==> src/rtl/loader_pkg.sv <==
// Shared types and constants for the instruction-memory loader.
package loader_pkg;

  localparam int DEFAULT_DEPTH = 64;
  localparam int DEFAULT_AW = 6;
  localparam logic [7:0] CHECKSUM_OK = 8'h00;

  typedef enum logic [2:0] {
    S_IDLE,
    S_COUNT,
    S_DATA,
    S_WRITE,
    S_CHECK,
    S_DONE,
    S_ERR
  } loader_state_t;

endpackage

==> src/rtl/loader_timeout.sv <==
// Reloadable idle-cycle down-counter; expired pulses on the TIMEOUT-th consecutive idle tick.
module loader_timeout #(
  parameter int TIMEOUT = 100000
) (
  input  logic clk,
  input  logic rst,
  input  logic load,
  input  logic tick,
  output logic expired
);

  localparam int CW = $clog2(TIMEOUT + 1);

  logic [CW-1:0] cnt;

  always_ff @(posedge clk) begin
    if (!rst) begin
      cnt <= '0;
    end else if (load) begin
      cnt <= CW'(TIMEOUT);
    end else if (tick && (cnt != '0)) begin
      cnt <= cnt - CW'(1);
    end
  end

  assign expired = tick && (cnt == CW'(1));

endmodule

==> src/rtl/inst_mem_loader.sv <==
// Byte-stream loader: count byte, little-endian 32-bit words, checksum byte; writes
// instruction memory one word at a time and holds the CPU until a clean image is in.
module inst_mem_loader
  import loader_pkg::*;
#(
  parameter int DEPTH = DEFAULT_DEPTH,
  parameter int AW = DEFAULT_AW,
  parameter int TIMEOUT = 100000
) (
  input  logic          clk,
  input  logic          rst,
  input  logic          start,
  input  logic          byte_valid,
  input  logic [7:0]    byte_data,
  output logic          byte_ready,
  output logic          mem_we,
  output logic [AW-1:0] mem_addr,
  output logic [31:0]   mem_wdata,
  output logic          cpu_hold,
  output logic          busy,
  output logic          done,
  output logic          err,
  output loader_state_t dbg_state
);

  // Handshake: a byte transfers on a rising edge where byte_valid and byte_ready are both 1;
  // byte_data must be stable while byte_valid is high, and byte_ready never depends on byte_valid.

  localparam int NW = AW + 1;

  loader_state_t state, state_next;

  logic [AW-1:0] addr_q;
  logic [NW-1:0] n_words_q;
  logic [1:0]    byte_idx_q;
  logic [7:0]    sum_q;
  logic [31:0]   wdata_q;

  logic       hs;
  logic       start_ok;
  logic       last_word;
  logic       count_bad;
  logic [7:0] sum_next;
  logic       expired;

  assign hs        = byte_valid && byte_ready;
  assign start_ok  = start && ((state == S_IDLE) || (state == S_DONE) || (state == S_ERR));
  assign last_word = ({1'b0, addr_q} == (n_words_q - NW'(1)));
  assign count_bad = (byte_data == 8'h00) || ({1'b0, byte_data} > 9'(DEPTH));
  assign sum_next  = sum_q + byte_data;

  loader_timeout #(.TIMEOUT(TIMEOUT)) u_timeout (
    .clk     (clk),
    .rst     (rst),
    .load    (start_ok || hs),
    .tick    (byte_ready && !hs),
    .expired (expired)
  );

  always_ff @(posedge clk) begin
    if (!rst) begin
      state <= S_IDLE;
    end else begin
      state <= state_next;
    end
  end

  always_comb begin
    state_next = state;
    case (state)
      S_IDLE, S_DONE, S_ERR: if (start) state_next = S_COUNT;
      S_COUNT: begin
        if (hs) state_next = count_bad ? S_ERR : S_DATA;
        else if (expired) state_next = S_ERR;
      end
      S_DATA: begin
        if (hs && (byte_idx_q == 2'd3)) state_next = S_WRITE;
        else if (expired) state_next = S_ERR;
      end
      S_WRITE: state_next = last_word ? S_CHECK : S_DATA;
      S_CHECK: begin
        if (hs) state_next = (sum_next == CHECKSUM_OK) ? S_DONE : S_ERR;
        else if (expired) state_next = S_ERR;
      end
      default: state_next = S_IDLE;
    endcase
  end

  // The address stops at the last word so it never wraps past DEPTH-1.
  always_ff @(posedge clk) begin
    if (!rst) begin
      addr_q     <= '0;
      n_words_q  <= '0;
      byte_idx_q <= '0;
      sum_q      <= '0;
      wdata_q    <= '0;
    end else if (start_ok) begin
      addr_q     <= '0;
      n_words_q  <= '0;
      byte_idx_q <= '0;
      sum_q      <= '0;
      wdata_q    <= '0;
    end else begin
      if (hs) sum_q <= sum_next;
      if (hs && (state == S_COUNT)) n_words_q <= NW'(byte_data);
      if (hs && (state == S_DATA)) begin
        wdata_q[{byte_idx_q, 3'b000} +: 8] <= byte_data;
        byte_idx_q <= byte_idx_q + 2'd1;
      end
      if ((state == S_WRITE) && !last_word) addr_q <= addr_q + AW'(1);
    end
  end

  assign byte_ready = (state == S_COUNT) || (state == S_DATA) || (state == S_CHECK);
  assign busy       = byte_ready || (state == S_WRITE);
  assign cpu_hold   = busy || (state == S_ERR);
  assign done       = (state == S_DONE);
  assign err        = (state == S_ERR);
  assign mem_we     = (state == S_WRITE);
  assign mem_addr   = addr_q;
  assign mem_wdata  = wdata_q;
  assign dbg_state  = state;

endmodule

==> config.mk <==
export PLATFORM = sky130hd
export DESIGN_NAME = inst_mem_loader
export DESIGN_NICKNAME = d
export VERILOG_FILES = /design/src/rtl/loader_pkg.sv /design/src/rtl/loader_timeout.sv /design/src/rtl/inst_mem_loader.sv
export SDC_FILE = /design/constraint.sdc
export NUM_CORES = 1
export LEC_CHECK = 0
export CORE_UTILIZATION = 30
export CTS_BUF_LIST = sky130_fd_sc_hd__clkbuf_4 sky130_fd_sc_hd__clkbuf_8 sky130_fd_sc_hd__clkbuf_16
export DETAILED_ROUTE_END_ITERATION = 8
export SKIP_LAST_GASP = 1
export SLEW_MARGIN = 20
export SYNTH_ARGS = -nofsm -noshare
export SYNTH_HDL_FRONTEND = slang
export SYNTH_SLANG_ARGS = --single-unit
export TNS_END_PERCENT = 5
==> constraint.sdc <==
create_clock -name clk -period 2.9 [get_ports clk]
set_clock_uncertainty 0.15 [all_clocks]
set_input_delay 0.29 -clock clk [delete_from_list [all_inputs] [get_ports clk]]
set_output_delay 0.29 -clock clk [all_outputs]
set_load 0.02 [all_outputs]
==> impl_metrics.toml, run 1 <==
[logic_synthesis]
synth_top_family_by_area = "simple AND/OR/NAND/NOR gates"
synth.cell_area_um2 = 3990
number_of_nets_produced_by_synthesis = 512
synth_area_per_cell_um2 = 8.28
post-synth-top-area-cell = "sky130_fd_sc_hd__dfxtp_1"
yosys.area_share.simple_pct = 27.0
synth-warning-count = 0
synth-seq-cells = 75
yosys_most_used_dff = "sky130_fd_sc_hd__dfxtp_1"
synth_fa_ha_area_share_pct = 5.83
synth.lib_cells_used.distinct = 66
synth.top_cell.area_share_pct = 37.6
syn_inst = 482
synth_sequential_area_ratio_pct = 37.6
asr_flop_ratio_synth_pct = 0
synth_top_cells_by_area = "sky130_fd_sc_hd__dfxtp_1 38%, sky130_fd_sc_hd__a21oi_1 7.5%, sky130_fd_sc_hd__nand3_1 5.5%, sky130_fd_sc_hd__ha_1 5.3%, sky130_fd_sc_hd__nand2_1 4.7%"
synth_compound_area_share_pct = 16.1
post_synth_xor_area_fraction_pct = 6.37
synth-edff-count = 0
synth.area.mux_share_pct = 3.61

[pwr]
irDropWorstVdd_v = 0.000280
static-leakage-power_nw = 1.80
cellPowerDensity_nw_per_um2 = 681

[critical_path]
start_kind = "flip-flop"
rrSetupSlack_ns = 0.29
arrival_ns = 2.24
critical_path_required_time_ns = 2.46
worst-r2r-cell-count = 9
crit_path_max_fanout = 14
end_kind = "output pin"
r2r_start = "n_words_q[0]"
r2r-end = "mem_addr[4]"
crit_type = "reg -> out"

[clock_network]
ctsLongestPathBuffers = 2
total_clock_buffers_created_by_cts = 9
path_clk_slew_ns = 0.06
worst_skew_pair.late_latency_ns = 0.33
root_buffer = "sky130_fd_sc_hd__clkbuf_16"
cts_max_level = 3
clock_sink_count = 75
cts_hold_buf = 0
post-cts-setup-buffer-count = 0
cts_tree = "done"

[status]
result_of_the_run = "finished clean"

[place]
place.gp.congestion = 0.868
io_buffers = 58
placedCellCount = 713
dpl-instance-area_um2 = 4860
half_perimeter_wire_length_after_placement_um = 7530

[floorplan]
floorplan.rows = 41
fp.coreArea_um2 = 12800
design.die.area_um2 = 13800
die_x_um = 117
top_level_ports = 59
die_y_um = 117
initial_utilization_pct = 31.2

[route]
drt_pre_antenna_iters = 6
drt-wirelength-per-cell_um = 14.5
vias = 3687
drt_drc_violations_left = 0
antenna_left = 0
detail_route.wirelength_um = 10500
route.detailed.vias_per_inst = 5.06
dr.first_iter.drc_count = 155

[global_routing]
grt_antenna_before_repair = 0
globalRoute.totalOverflow = 0
grt_pass1_wl_um = 17500
maximum_number_of_pins_on_one_net_before_global_route_repair = 41
grt_util_overall_pct = 15.6
grt_pass1_vias = 3647

[cells_and_area]
layout_common_cells = "73 x sky130_fd_sc_hd__dfxtp_1, 60 x sky130_fd_sc_hd__a21oi_1, 58 x sky130_fd_sc_hd__clkdlybuf4s50_1, 49 x sky130_fd_sc_hd__nand2_1, 45 x sky130_fd_sc_hd__nor2_1"
areaGrowthSynthToFinish_pct = 28.9
antenna-diode-count = 0
final_cells = 728
final_nets = 582
post_route_cells_drive_above_1_share_pct = 8.99
final_common_cell = "sky130_fd_sc_hd__dfxtp_1"
filler_cell_count = 1291
layout.cell_area.non_filler_um2 = 5140

[sta]
final.min_clock_period_ns = 2.68
hold_viol = 0
transition_time_at_the_pin_with_the_least_slew_margin_ns = 0.616
setup_tns_ns = 0
final.period_utilization_pct = 92.3
fin_worst_hold_slack_ns = 0.300
finalSetupViolCount = 0
maxClockFrequency_mhz = 374
timing.slew.headroom_pct = 58.6
grt_setup_unrepaired = "no"
final_max_slew_viols = 0

[min_path]
worstHoldPathCells = 2
hold_path_class = "reg -> reg"
hold_path_startpoint = "mem_wdata[29]"
worstHoldEndpoint = "mem_wdata[29]"

[run]
timing.max_cap.violations = 0
registers in the layout, summed over array words and instances, names as in the netlist:
register,count
mem_wdata,32
u_timeout.cnt,17
sum_q,8
n_words_q,7
mem_addr,6
dbg_state,3
byte_idx_q,2
stage by stage:
stage	setup slack, ns	power, W	util (%)
6_report	0.224	0.00350	40.2
3_3_place_gp	0.0961	0.00243	38.1
2_1_floorplan	0.552	0.00210	-
4_1_cts	0.0641	0.00352	40.2
3_5_place_dp	0.0502	0.00247	38.1
5_1_grt	0.0846	0.00372	40.2
cell type report:
| class | instances | area, µm² | area share [%] |
|---|---|---|---|
| clock buffers | 10 | 239 | 4.65 |
| clock inverters | 5 | 38.8 | 0.754 |
| inverters | 17 | 63.8 | 1.24 |
| multi-input cells | 371 | 2350 | 45.7 |
| flip-flops and latches | 75 | 1500 | 29.3 |
| well taps | 172 | 215 | 4.19 |
| repair buffers | 78 | 731 | 14.2 |
power by group:
part,internal [W],switching [W],leakage [nW]
Combinational,0.000496,0.000704,1.06
Clock,0.000602,0.000447,0.135
Sequential,0.00113,0.000121,0.608
cell families (layout without fill, tap and decap cells):
group	after synthesis	count (layout)
simple gates	207	207
buf+inv	36	110
fa+ha+maj	18	18
compound gates	103	103
flops	75	75
xor+xnor	29	29
mux	14	14
cells in the mapped netlist (all sizes together) (4+ instances only):
library cell / instances
nand2: 50
inv: 16
nand2b: 4
or3: 4
xnor2: 11
o21a: 4
ha: 17
nand4: 5
nor2: 45
mux2i: 11
dfxtp: 75
a21oi: 60
xor2: 18
clkbuf: 15
nand3: 45
nand4b: 5
o21ai: 8
buf: 4
nor3: 8
nor2b: 4
nor3b: 8
or4: 5
and2: 8
metal layers:
metal  GRT usage, %  vias to the layer above  wire length, µm
met1           19.6                     1744             5160
met2           24.7                       83             4640
met5              0                        -                0
met3           5.35                        8              603
met4           5.84                        0              140
li1               -                     1852                -
worst max-delay path by stage:
| stage | cells after the start | endpoint | slack (ns) | start |
|---|---|---|---|---|
| 2_1_floorplan | 8 | mem_addr[5] | 0.55 | n_words_q[0] |
| 3_3_place_gp | 9 | dbg_state[1] | 0.1 | byte_data[0] |
| 3_5_place_dp | 9 | dbg_state[1] | 0.05 | byte_data[0] |
| 4_1_cts | 5 | cpu_hold | 0.06 | dbg_state[1] |
| 5_1_grt | 9 | mem_addr[4] | 0.08 | n_words_q[0] |
| 6_report | 5 | cpu_hold | 0.22 | dbg_state[1] |
repair_timing:
item                                    4_1_cts  5_1_grt
hold endpoints to repair                      0        0
endpoints found under the setup margin        0        1
resized for setup                             0        2
worst max-delay path, stage by stage, from the launching register on:
cell and delay [ns]:
sky130_fd_sc_hd__dfxtp_2 0.46, sky130_fd_sc_hd__nand2_1 0.10, sky130_fd_sc_hd__or2_2 0.36, sky130_fd_sc_hd__inv_1 0.23, sky130_fd_sc_hd__or3_1 0.15, sky130_fd_sc_hd__clkdlybuf4s50_1 0.59
Note: power is estimated with default switching activity, not from simulation.
==> run 2, diff against run 1 <==
--- a/config.mk
+++ b/config.mk
@@ -5,12 +5,14 @@
 export SDC_FILE = /design/constraint.sdc
 export NUM_CORES = 1
 export LEC_CHECK = 0
-export CORE_UTILIZATION = 30
+export ABC_CLOCK_PERIOD_IN_PS = 2900
+export CORE_UTILIZATION = 35
 export CTS_BUF_LIST = sky130_fd_sc_hd__clkbuf_4 sky130_fd_sc_hd__clkbuf_8 sky130_fd_sc_hd__clkbuf_16
 export DETAILED_ROUTE_END_ITERATION = 8
 export SKIP_LAST_GASP = 1
 export SLEW_MARGIN = 20
 export SYNTH_ARGS = -nofsm -noshare
 export SYNTH_HDL_FRONTEND = slang
+export SYNTH_HIERARCHICAL = 1
 export SYNTH_SLANG_ARGS = --single-unit
 export TNS_END_PERCENT = 5
==> run 2 against run 1 <==
Final cell count fell by 2.2%. Sequential power about the same. Count of clock-buffer cells in the layout up 2. Fmax shrank 2.5%. Wire length fell by 0.38%. Power is 9.6% higher. Clock power rose by 16%. Synthesized cell count increased by 2.5%. Flip-flop and latch count did not move. Final area is 1.8% higher. Die area is 13% lower. Worst setup slack lost 0.069 ns. Highest routed layer unchanged.
==> impl_metrics.toml, run 2 <==
[status]
result_of_the_run = "finished clean"

[clock_network]
cts_tree = "done"
worst_skew_pair.late_latency_ns = 0.34
total_clock_buffers_created_by_cts = 9
path_clk_slew_ns = 0.06
ctsLongestPathBuffers = 2
clock_sink_count = 75
cts_max_level = 3
cts_hold_buf = 0
root_buffer = "sky130_fd_sc_hd__clkbuf_16"

[route]
drt_pre_antenna_iters = 4
antenna_left = 0
dr.first_iter.drc_count = 143
vias = 3712
drt_drc_violations_left = 0
drt-wirelength-per-cell_um = 14.8
detail_route.wirelength_um = 10500
route.detailed.vias_per_inst = 5.21

[global_routing]
globalRoute.totalOverflow = 0
grt_pass1_vias = 3566
maximum_number_of_pins_on_one_net_before_global_route_repair = 39
grt_pass1_wl_um = 17500
grt_antenna_before_repair = 0
grt_util_overall_pct = 19.0

[floorplan]
top_level_ports = 59
initial_utilization_pct = 36.6
floorplan.rows = 38
die_x_um = 109
die_y_um = 109
fp.coreArea_um2 = 11000
design.die.area_um2 = 12000

[sta]
maxClockFrequency_mhz = 364
final.period_utilization_pct = 94.7
final_max_slew_viols = 0
timing.slew.headroom_pct = 63.3
hold_viol = 0
final.min_clock_period_ns = 2.74
finalSetupViolCount = 0
transition_time_at_the_pin_with_the_least_slew_margin_ns = 0.547
setup_tns_ns = 0
grt_setup_unrepaired = "no"

[logic_synthesis]
synth-warning-count = 6
asr_flop_ratio_synth_pct = 0
synth_area_per_cell_um2 = 8.17
post-synth-top-area-cell = "sky130_fd_sc_hd__dfxtp_1"
number_of_nets_produced_by_synthesis = 523
synth.cell_area_um2 = 4040
post-synth-top-count-cell = "sky130_fd_sc_hd__dfxtp_1"
synth.lib_cells_used.distinct = 61
commonest_cells_in_the_synthesized_netlist = "75 x sky130_fd_sc_hd__dfxtp_1, 53 x sky130_fd_sc_hd__a21oi_1, 52 x sky130_fd_sc_hd__nand2_1"
synth_top_cells_by_area = "sky130_fd_sc_hd__dfxtp_1 37%, sky130_fd_sc_hd__a21oi_1 6.6%, sky130_fd_sc_hd__nand3_1 5.2%, sky130_fd_sc_hd__ha_1 5.0%, sky130_fd_sc_hd__nand2_1 4.8%"
yosys_most_used_dff = "sky130_fd_sc_hd__dfxtp_1"
synth_sequential_area_ratio_pct = 37.2
synth-edff-count = 0
synth-seq-cells = 75
syn_inst = 494
synth.top_cell.area_share_pct = 37.2

[critical_path]
crit_type = "reg -> out"
arrival_ns = 2.30
timing.critical_path.cells = "buf_4, nor2b_1, nand2_2, inv_2, or3_1, clkdlybuf4s50_1"
timing.critical_path.max_delay_family = "buffers and inverters"
start_kind = "flip-flop"
critical_path_required_time_ns = 2.46
crit_path_max_fanout = 10
end_kind = "output pin"
worst-path-buf-inv = 3
max_stage_delay_ns = 0.59
critPathSlowestCell = "sky130_fd_sc_hd__clkdlybuf4s50_1"

[cells_and_area]
layout_common_cells = "74 x sky130_fd_sc_hd__dfxtp_1, 58 x sky130_fd_sc_hd__clkdlybuf4s50_1, 53 x sky130_fd_sc_hd__a21oi_1, 51 x sky130_fd_sc_hd__nor2_1, 51 x sky130_fd_sc_hd__nand2_1"
largest_reg_flops = 32
post_route_cells_drive_above_1_share_pct = 11.0
final_common_cell = "sky130_fd_sc_hd__dfxtp_1"
final_util_pct = 47.5
final_nets = 596
filler_cell_count = 1102
antenna-diode-count = 0
areaGrowthSynthToFinish_pct = 29.8

[run]
timing.max_cap.violations = 0

[place]
io_buffers = 58
half_perimeter_wire_length_after_placement_um = 7500
place.gp.congestion = 0.874

[pwr]
cellPowerDensity_nw_per_um2 = 733
static-leakage-power_nw = 1.84
irDropWorstVdd_v = 0.000693

[min_path]
hold_path_class = "reg -> reg"
run 2: per-stage QoR:
step / power (W) / worst slack [ns] / hold WS (ns) / cells / instance area (µm²)
final: 0.00384 / 0.155 / 0.305 / 712 / 5240
after global placement: 0.00260 / 0.0624 / 0.294 / 696 / 4900
after floorplan: 0.00222 / 0.361 / 0.257 / 494 / 4040
after CTS: 0.00386 / 0.0414 / 0.306 / 712 / 5230
after detailed placement: 0.00261 / 0.00522 / 0.296 / 696 / 4900
after global routing: 0.00407 / 0.0458 / 0.325 / 712 / 5240
run 2: power breakdown:
group          internal (W)  switching (W)
clock              0.000796       0.000428
combinational      0.000596       0.000780
sequential          0.00113       0.000108
total               0.00253        0.00131
run 2: final timing paths:
| path | end | depth (start not counted) | from | slack [ns] |
|---|---|---|---|---|
| setup / recovery | cpu_hold | 6 | dbg_state[0] | 0.16 |
| hold / removal | mem_wdata[3] | 2 | mem_wdata[3] | 0.30 |
| hold reg to reg | mem_wdata[3] | 2 | mem_wdata[3] | 0.30 |
| setup reg to reg | u_timeout/cnt[15] | 9 | dbg_state[0] | 0.32 |
run 2: cells by family (layout without fill, tap and decap cells):
family	after synthesis	in the layout	synth area share (%)
multiplexers	12	12	3.01
AO/OA/AOI/OAI	104	104	16.3
buffers and inverters	42	120	4.16
AND/OR/NAND/NOR	216	216	27.8
adder cells (fa/ha/maj)	17	17	5.46
flip-flops	75	75	37.2
XOR/XNOR	28	28	6.08
run 2: worst reg2reg max path, delay by kind of cell (launching register included):
kind,cells,cell delay (ns)
simple gates,4,0.88
flops,1,0.46
compound gates,3,0.70
xor+xnor,2,0.29
run 2: final cells by class:
cell class                      instances  area [µm²]  share of cell area, %
Clock buffer                           12         254                   4.85
Clock inverter                          4        73.8                   1.41
Inverter                               20        75.1                   1.43
Multi-Input combinational cell        377        2380                   45.4
Sequential cell                        75        1500                   28.7
Tap cell                              140         175                   3.35
Timing Repair Buffer                   84         776                   14.8
run 2: repair_timing:
item                       in CTS  in global routing
setup endpoints to repair       0                  1
resized for setup               0                  3
hold endpoints to repair        0                  0
buffers inserted                0                  0
run 2: metal layers:
layer	track usage (%)	up-vias	routed length, µm
met5	0	-	0
met4	3.71	0	49
met3	5.99	2	517
met2	31.2	73	4860
met1	24.4	1751	5080
li1	-	1886	-
